$ cat config.mk
export PLATFORM = sky130hd
export DESIGN_NAME = hub75_column_driver
export DESIGN_NICKNAME = d
export VERILOG_FILES = /design/src/rtl/hub75_column_driver.sv
export SDC_FILE = /design/constraint.sdc
export NUM_CORES = 2
export LEC_CHECK = 0
export CAP_MARGIN = 20
export CORE_AREA = 2 2 462 464
export DETAILED_ROUTE_END_ITERATION = 7
export DIE_AREA = 0 0 464 466
export GPL_ROUTABILITY_DRIVEN = 0
export SETUP_SLACK_MARGIN = 0.02
export SYNTH_ARGS = -nofsm -noshare
export SYNTH_HDL_FRONTEND = slang
export SYNTH_SLANG_ARGS = --single-unit
$ cat constraint.sdc
create_clock -name clk_in -period 78.9 [get_ports clk_in]
set_input_delay 15.78 -clock clk_in [delete_from_list [all_inputs] [get_ports clk_in]]
set_output_delay 15.78 -clock clk_in [all_outputs]
set_load 0.01 [all_outputs]
$ cat src/rtl/hub75_column_driver.sv
// HUB75 column driver: captures one upper/lower column pair, shifts it out as three
// binary-weighted bit-planes (LSB first) and paces the upstream frame manager via hub75_ready.
module hub75_column_driver #(
  parameter int NUM_ROWS      = 64,
  parameter int SCAN_RATE     = 32,
  parameter int RGB_RES       = 9,
  parameter int OE_BASE       = 32,
  parameter int READY_TIMEOUT = 255
) (
  input  logic                                   clk_in,
  input  logic                                   rst_in,
  input  logic [1:0][NUM_ROWS-1:0][RGB_RES-1:0]  columns,
  input  logic [$clog2(SCAN_RATE)-1:0]           col_num1,
  input  logic [$clog2(SCAN_RATE):0]             col_num2,
  input  logic                                   data_valid,
  output logic                                   hub75_ready,
  output logic [$clog2(SCAN_RATE)-1:0]           hub75_addr,
  output logic                                   hub75_r0,
  output logic                                   hub75_g0,
  output logic                                   hub75_b0,
  output logic                                   hub75_r1,
  output logic                                   hub75_g1,
  output logic                                   hub75_b1,
  output logic                                   hub75_clk,
  output logic                                   hub75_latch,
  output logic                                   hub75_oe
);

  localparam int PLANES = RGB_RES / 3;
  localparam int ADDR_W = $clog2(SCAN_RATE);
  localparam int PIX_W  = $clog2(NUM_ROWS);
  localparam int PL_W   = (PLANES > 1) ? $clog2(PLANES) : 1;
  localparam int TO_W   = $clog2(READY_TIMEOUT + 1);
  localparam int DT_W   = $clog2((OE_BASE << (PLANES - 1)) + 1);

  localparam logic [TO_W-1:0]  TO_LAST   = TO_W'(READY_TIMEOUT - 1);
  localparam logic [TO_W-1:0]  TO_SAT    = TO_W'(READY_TIMEOUT);
  localparam logic [PIX_W-1:0] PIX_FIRST = PIX_W'(NUM_ROWS - 1);
  localparam logic [PL_W-1:0]  PL_LAST   = PL_W'(PLANES - 1);

  typedef enum logic [2:0] {
    S_IDLE,
    S_READY,
    S_WAIT,
    S_SHIFT,
    S_LATCH,
    S_DISPLAY
  } state_t;

  // Select the R/G/B bits belonging to one bit-plane of a packed pixel.
  function automatic logic [2:0] pick_rgb(input logic [RGB_RES-1:0] px,
                                          input logic [PL_W-1:0]    pl);
    logic [RGB_RES-1:0] sh;
    sh = px >> pl;
    return {sh[2*PLANES], sh[PLANES], sh[0]};
  endfunction

  state_t                                r_state;
  state_t                                w_state_nxt;
  logic [1:0][NUM_ROWS-1:0][RGB_RES-1:0] r_buf;
  logic [ADDR_W-1:0]                     r_col;
  logic [PL_W-1:0]                       r_plane;
  logic [PL_W-1:0]                       w_plane_nxt;
  logic [PIX_W-1:0]                      r_pixel;
  logic [PIX_W-1:0]                      w_pixel_nxt;
  logic                                  r_phase;
  logic                                  w_phase_nxt;
  logic [TO_W-1:0]                       r_to_cnt;
  logic [TO_W-1:0]                       w_to_nxt;
  logic [DT_W-1:0]                       r_disp_cnt;
  logic [DT_W-1:0]                       w_disp_nxt;
  logic                                  w_capture;
  logic                                  w_addr_load;

  logic                                  r_ready;
  logic [ADDR_W-1:0]                     r_addr;
  logic [5:0]                            r_rgb;
  logic                                  r_clk;
  logic                                  r_latch;
  logic                                  r_oe;

  logic [RGB_RES-1:0]                    w_px0;
  logic [RGB_RES-1:0]                    w_px1;
  logic                                  w_unused;

  assign w_unused = ^col_num2;

  // State and datapath registers
  always_ff @(posedge clk_in or posedge rst_in) begin
    if (rst_in) begin
      r_state    <= S_IDLE;
      r_buf      <= '0;
      r_col      <= '0;
      r_plane    <= '0;
      r_pixel    <= '0;
      r_phase    <= 1'b0;
      r_to_cnt   <= '0;
      r_disp_cnt <= '0;
    end else begin
      r_state    <= w_state_nxt;
      r_plane    <= w_plane_nxt;
      r_pixel    <= w_pixel_nxt;
      r_phase    <= w_phase_nxt;
      r_to_cnt   <= w_to_nxt;
      r_disp_cnt <= w_disp_nxt;
      if (w_capture) begin
        r_buf <= columns;
        r_col <= col_num1;
      end
    end
  end

  always_comb begin
    w_state_nxt = r_state;
    w_plane_nxt = r_plane;
    w_pixel_nxt = r_pixel;
    w_phase_nxt = r_phase;
    w_to_nxt    = r_to_cnt;
    w_disp_nxt  = r_disp_cnt;
    w_capture   = 1'b0;
    w_addr_load = 1'b0;
    case (r_state)
      S_IDLE: begin
        w_state_nxt = S_READY;
      end
      S_READY: begin
        w_to_nxt    = '0;
        w_state_nxt = S_WAIT;
      end
      S_WAIT: begin
        // data_valid takes priority over a simultaneous timeout
        if (data_valid) begin
          w_capture   = 1'b1;
          w_plane_nxt = '0;
          w_pixel_nxt = PIX_FIRST;
          w_phase_nxt = 1'b0;
          w_state_nxt = S_SHIFT;
        end else if (r_to_cnt >= TO_LAST) begin
          w_state_nxt = S_READY;
        end else if (r_to_cnt != TO_SAT) begin
          w_to_nxt = r_to_cnt + TO_W'(1);
        end
      end
      S_SHIFT: begin
        w_phase_nxt = ~r_phase;
        if (r_phase) begin
          if (r_pixel == '0) begin
            w_addr_load = 1'b1;
            w_state_nxt = S_LATCH;
          end else begin
            w_pixel_nxt = r_pixel - PIX_W'(1);
          end
        end
      end
      S_LATCH: begin
        w_disp_nxt  = DT_W'((OE_BASE << r_plane) - 1);
        w_state_nxt = S_DISPLAY;
      end
      S_DISPLAY: begin
        if (r_disp_cnt == '0) begin
          if (r_plane < PL_LAST) begin
            w_plane_nxt = r_plane + PL_W'(1);
            w_pixel_nxt = PIX_FIRST;
            w_phase_nxt = 1'b0;
            w_state_nxt = S_SHIFT;
          end else begin
            w_state_nxt = S_READY;
          end
        end else begin
          w_disp_nxt = r_disp_cnt - DT_W'(1);
        end
      end
      default: begin
        w_state_nxt = S_IDLE;
      end
    endcase
  end

  // Pixel source for the coming cycle: the live bus on the capture edge, else the buffer.
  assign w_px0 = w_capture ? columns[0][w_pixel_nxt] : r_buf[0][w_pixel_nxt];
  assign w_px1 = w_capture ? columns[1][w_pixel_nxt] : r_buf[1][w_pixel_nxt];

  // Panel outputs are registered from next-state values so they are glitch-free
  // and line up cycle-for-cycle with the state register.
  always_ff @(posedge clk_in or posedge rst_in) begin
    if (rst_in) begin
      r_ready <= 1'b0;
      r_addr  <= '0;
      r_rgb   <= '0;
      r_clk   <= 1'b0;
      r_latch <= 1'b0;
      r_oe    <= 1'b1;
    end else begin
      r_ready <= (w_state_nxt == S_READY);
      r_clk   <= (w_state_nxt == S_SHIFT) && w_phase_nxt;
      r_latch <= (w_state_nxt == S_LATCH);
      r_oe    <= (w_state_nxt != S_DISPLAY);
      if (w_state_nxt == S_SHIFT) begin
        r_rgb <= {pick_rgb(w_px1, w_plane_nxt), pick_rgb(w_px0, w_plane_nxt)};
      end else begin
        r_rgb <= '0;
      end
      if (w_addr_load) begin
        r_addr <= r_col;
      end
    end
  end

  assign hub75_ready = r_ready;
  assign hub75_addr  = r_addr;
  assign hub75_r1    = r_rgb[5];
  assign hub75_g1    = r_rgb[4];
  assign hub75_b1    = r_rgb[3];
  assign hub75_r0    = r_rgb[2];
  assign hub75_g0    = r_rgb[1];
  assign hub75_b0    = r_rgb[0];
  assign hub75_clk   = r_clk;
  assign hub75_latch = r_latch;
  assign hub75_oe    = r_oe;

endmodule
## Word level (Yosys, flattened, before mapping)

Index checks and enable logic that the tools add are counted.

- Logic and storage cells: 218
- Output and inout bits: 15
- Input port bits: 1,166
- Flip-flop bits (word level): 1,200

- Multiplexer cells: 43
- Bitwise logic cells: 1
- Reduce and logical (&&, ||, !) cells: 8
- Magnitude comparators: 3
- Add/subtract/negate cells: 5
- Shifts and indexed selects: 3
- Equality and inequality tests: 14

Operators by type and width:

| kind | number |
|---|---|
| 9-bit binary-select mux with 6-bit select | 4 |
| 9-bit 2-to-1 mux | 6 |
| 6-bit 2-to-1 mux | 6 |
| 8-bit 2-to-1 mux | 4 |
| 8-bit case mux with 2 select lines | 2 |
| 3-bit case mux with 6 select lines | 1 |
| 6-bit case mux with 3 select lines | 1 |
| 9-bit by 2-bit >> shifter with 7-bit output | 2 |
| 3-bit 2-to-1 mux | 5 |
| 3-bit by 2-bit equality test with 1-bit output, second input constant | 3 |
| 3-bit equality test, second input constant | 3 |
| 8-bit by 1-bit adder with 8-bit output, second input constant | 1 |
| 8-bit greater-or-equal comparator, second input constant | 1 |
| 8-bit logical NOT | 1 |
| 1-bit 2-to-1 mux | 8 |
| 2-bit 2-to-1 mux | 4 |
| 2-bit != test, second input constant | 4 |
| 8-bit != test, second input constant | 1 |
| 6-bit by 2-bit << shifter with 8-bit output, first input constant | 1 |
| 8-bit by 1-bit subtractor with 8-bit output, second input constant | 1 |
| 8-bit by 2-bit subtractor with 8-bit output, second input constant | 1 |
| 6-bit by 7-bit < comparator with 1-bit output, second input constant | 1 |
| 3-bit by 1-bit equality test with 1-bit output, second input constant | 2 |
| 6-bit logical NOT | 1 |
| other kinds (12) | 13 |

## Logic depth before layout (Yosys ltp)

- Depth after elaboration: 9
- Gate-level depth with buffers: 19
- Depth with buffers taken out: 14

## Worst setup path before layout

OpenSTA, ideal clock, no wires.

- Path type: input to register
- From: in data_valid
- To: reg r_rgb[0]
- Arrival time: 18,260 ps
- Stages: 11
- Library setup time: 121 ps
- Required time: 78,779 ps
- Path slack: 60,519 ps
- Cell sequence: a2bb2oi_1 nor2_2 a311o_1 inv_2 mux4_2 and3_1 a2111oi_0 nand4_1 nand4_1 o211ai_1 and4b_1

- Cells in the longest elaborated chain, start to end: 7
- Elaborated cells on any way between the ends: 16
- Those cells by class: eq/ne (1); shift (1); mux (14)

RTL lines:

| element | line | RTL |
|---|---|---|
| start: declaration | 15 | `input logic data_valid,` |
| 6-bit 2-to-1 mux | 132 | `if (data_valid) begin` |
| 6-bit case mux with 3 select lines | 122 | `case (r_state)` |
| 9-bit binary-select mux with 6-bit select | 180 | `assign w_px0 = w_capture ? columns[0][w_pixel_nxt] : r_buf[0][w_pixel_nxt];` |
| 9-bit 2-to-1 mux (implied by the code) | 180 |  |
| 9-bit 2-to-1 mux | 180 |  |
| 9-bit by 2-bit >> shifter with 7-bit output | 54 | `sh = px >> pl;` |
| 6-bit 2-to-1 mux (*) | 198 | `if (w_state_nxt == S_SHIFT) begin` |
| end signal: assignment | 199 | `r_rgb <= {pick_rgb(w_px1, w_plane_nxt), pick_rgb(w_px0, w_plane_nxt)};` |
| end: declaration | 77 | `logic [5:0] r_rgb;` |

Mark *: on every way between the ends. The rest lies on a longest branch, timed or not. The select of a mux whose other input is x is not followed.
A chain may end at the register's enable or synchronous reset.

## Worst setup path after layout

- From: in data_valid
- To: reg r_rgb[2]

Same word-level chain as after synthesis.

==> impl_metrics.csv <==
group,metric,value,unit
power,max-vdd-ir-drop,30.5,uV
routing,routed_wl,306,mm
timing,fin_crit_sh,0.273,
placement,dp_hpwl,223,mm
timing,worst_slew_pin_slew,1.18,ns
finish,nFillCells,21800,
synth,synth_area_leaders,"dfrtp_1 52%, nand2_1 29%, nand3_1 4.9%",
routing,antenna_left,0,
hold_path,hp-class,"register to register",
finish,instances_no_fill,11600,
cts,worstSkewPairLatency,0.81,ns
grt,grt_pass1_vias,56700,
synth,synth_seq_cells,1200,
cts,cts.path.max_buffers,3,
worst_setup_path,crit_arrival,22.24,ns
routing,via_per_inst,5.01,
status,status,"finished, final reports clean",
hold_path,hold_depth,2,
cts,numCtsBuffers,148,
worst_setup_path,cp-start-kind,"input port",
die,fp.dieW,464,um
routing,firstDrtPassIters,8,
timing,fin_skew,0.0386,ns
die,coreArea,211000,um^2
cts,cts_sinks,1200,
cts,tritoncts,"built",
synth,netlist_area,58200,um^2
routing,top_layer,"met5",
worst_setup_path,cp_cell_sequence,"clkdlybuf4s50_1 -> a2bb2oi_1 -> nor2_2 -> a311o_2 -> buf_4 -> buf_4 -> buf_4 -> buf_4 -> nand2_1 -> nand3_1 -> a31oi_1 -> o22ai_1 -> mux2i_1 -> o211a_1 -> nor4_2",
synth,syn_inst,7582,
die,dieArea,216000,um^2
routing,wl_per_cell,26.5,um
worst_setup_path,crit_fanout,51,
synth,synthTopCellsByCount,"4,472 x nand2_1, 1,199 x dfrtp_1, 574 x nand3_1",
routing,met3_length,27.2,mm
timing,fmax,46.4,MHz
synth,synth.avg_cell_area,7.68,um^2
run,cap_violations,0,
synth,synth-seq-area-share,0.516,
worst_setup_path,crit_slowest_cell,"o22ai_1",
finish,area_growth,33.9,%
worst_setup_path,cp.required,79.61,ns
routing,first_iter_violations,6368,
power,powerDensity,46.3,nW/um^2
worst_setup_path,rr_worst_depth,16,
grt,grt_max_degree,191,
placement,numPortBuffers,1174,
placement,dp.cells,11200,
worst_setup_path,critical-path-max-stage-delay,0.74,ns
grt,grt_antenna_before_repair,172,
synth,yosysMostFrequentCell,"nand2_1",
synth,yosysUniqueCellTypes,81,
grt,globalRouteTotalUtil,0.276,
routing,wl_met2,142,mm
timing,finalMaxSlewViolations,0,
timing,finalCriticalPeriod,21.53,ns
grt,grt_pass1_wl,426,mm
finish,drive_above_1_share,0.0498,
worst_setup_path,worstSetupPathType,"input port to register",
synth,async_flop_share,1.00,
routing,m1WireLength,123,mm
synth,syn-num-nets,8756,
timing,setup_viol,0,
cts,root_buffer,"clkbuf_16",
worst_setup_path,crit_top_cell,"buf_4",
timing,fin_setup_tns,0,ns
finish,layout.nets,9704,
cts,cts_resized,0,
cts,cts_setup_buffers,0,
synth,synth.yosys.warnings,0,
cts,clkSlewWorstSetupHoldPaths,0.06,ns
routing,drc,0,
synth,synth_edf_count,0,
synth,netlist.area_leader.share,0.516,
timing,max_slew_margin,0.211,
die,die_height,466,um
timing,finalHoldViolations,0,
timing,grt_setup_unrepaired,"false",
routing,vias,58000,
synth,ys.flop_type,"dfrtp_1",
grt,grt_remaining_overflow,0,
cts,postCtsHoldBufs,0,
worst_setup_path,critPathCaptureType,"register",
power,p_leak,0.0379,uW
die,ios,1181,
cts,htreeDepth,4,
synth,yosys.area.top_type,"dfrtp_1",
die,rows,169,
die,start_util,0.276,
[per-layer routing]
layer	up-vias	track usage
li1	26300	-
met4	92	0.135
met2	2662	0.435
met5	-	0
met3	539	0.0791
met1	28400	0.345
[registers in the layout, summed over array words and instances (netlist names)]
register     cells
r_to_cnt         8
hub75_oe         1
r_col            5
r_pixel          6
hub75_addr       5
hub75_latch      1
r_disp_cnt       8
r_buf         1152
hub75_ready      1
hub75_clk        1
r_plane          2
r_rgb            6
r_phase          1
r_state          3
[worst max-delay path: cells and delay by family]
| kind | cells | cell delay (ns) |
|---|---|---|
| mux | 1 | 0.16 |
| compound gates | 5 | 1.91 |
| buf+inv | 5 | 2.83 |
| simple gates | 4 | 1.40 |
[per-stage QoR]
step | cell area (um^2) | hold WS [ns] | total power [uW] | utilization | setup WS, ns
after floorplan | 58200 | 0.437 | 2090 | - | 29.32
after global placement | 72500 | 0.451 | 2890 | 0.343 | 56.42
after detailed placement | 72600 | 0.454 | 2920 | 0.344 | 56.40
after CTS | 77600 | 0.469 | 3640 | 0.367 | 57.28
after global routing | 77800 | 0.484 | 3840 | 0.368 | 57.20
final | 77900 | 0.471 | 3610 | 0.369 | 57.37
[layout make-up]
cell class | count | area (um^2) | area share
sequential | 1200 | 30000 | 0.385
inverter | 29 | 146 | 0.00188
multi-input combinational | 5850 | 26100 | 0.335
clock buffer | 210 | 4290 | 0.0550
timing repair buffer | 1301 | 12900 | 0.165
tap | 2821 | 3530 | 0.0453
clock inverter | 52 | 699 | 0.00897
antenna | 101 | 253 | 0.00324
[layout by cell type, fill, tap and decap left out, types with 54 or more instances in the layout]
cell / instances
dfrtp_1: 1199
mux2i_1: 171
clkbuf_16: 150
and3_1: 69
nand3_1: 574
buf_4: 111
clkdlybuf4s50_1: 1174
nor2_1: 54
a31oi_1: 61
diode_2: 101
nand2_1: 4472
[power by group]
group          total, uW  internal, uW  switching [uW]
Sequential          1060           901             163
Clock                708           411             296
Combinational       1840           534            1300
[final timing paths]
kind | slack (ns) | startpoint | to
min in group asynchronous | 15.50 | rst_in | r_buf[912]$_DFFE_PP0P_
setup reg to reg | 71.93 | r_disp_cnt[0]$_DFFE_PP0P_ | r_rgb[0]$_DFF_PP0_
hold reg to reg | 0.47 | r_buf[318]$_DFFE_PP0P_ | r_buf[318]$_DFFE_PP0P_
setup / recovery | 57.37 | data_valid | r_rgb[2]$_DFF_PP0_
max in group asynchronous | 59.48 | rst_in | r_buf[641]$_DFFE_PP0P_
hold / removal | 0.47 | r_buf[318]$_DFFE_PP0P_ | r_buf[318]$_DFFE_PP0P_
[kinds of logic after synthesis]
group,Yosys count,share of synthesized area
compound gates,352,0.0436
simple gates,5284,0.361
flops,1200,0.516
fa+ha+maj,8,0.00172
mux,196,0.0371
xor+xnor,10,0.00150
buf+inv,532,0.0388
Power figures use the tool's default switching activity.
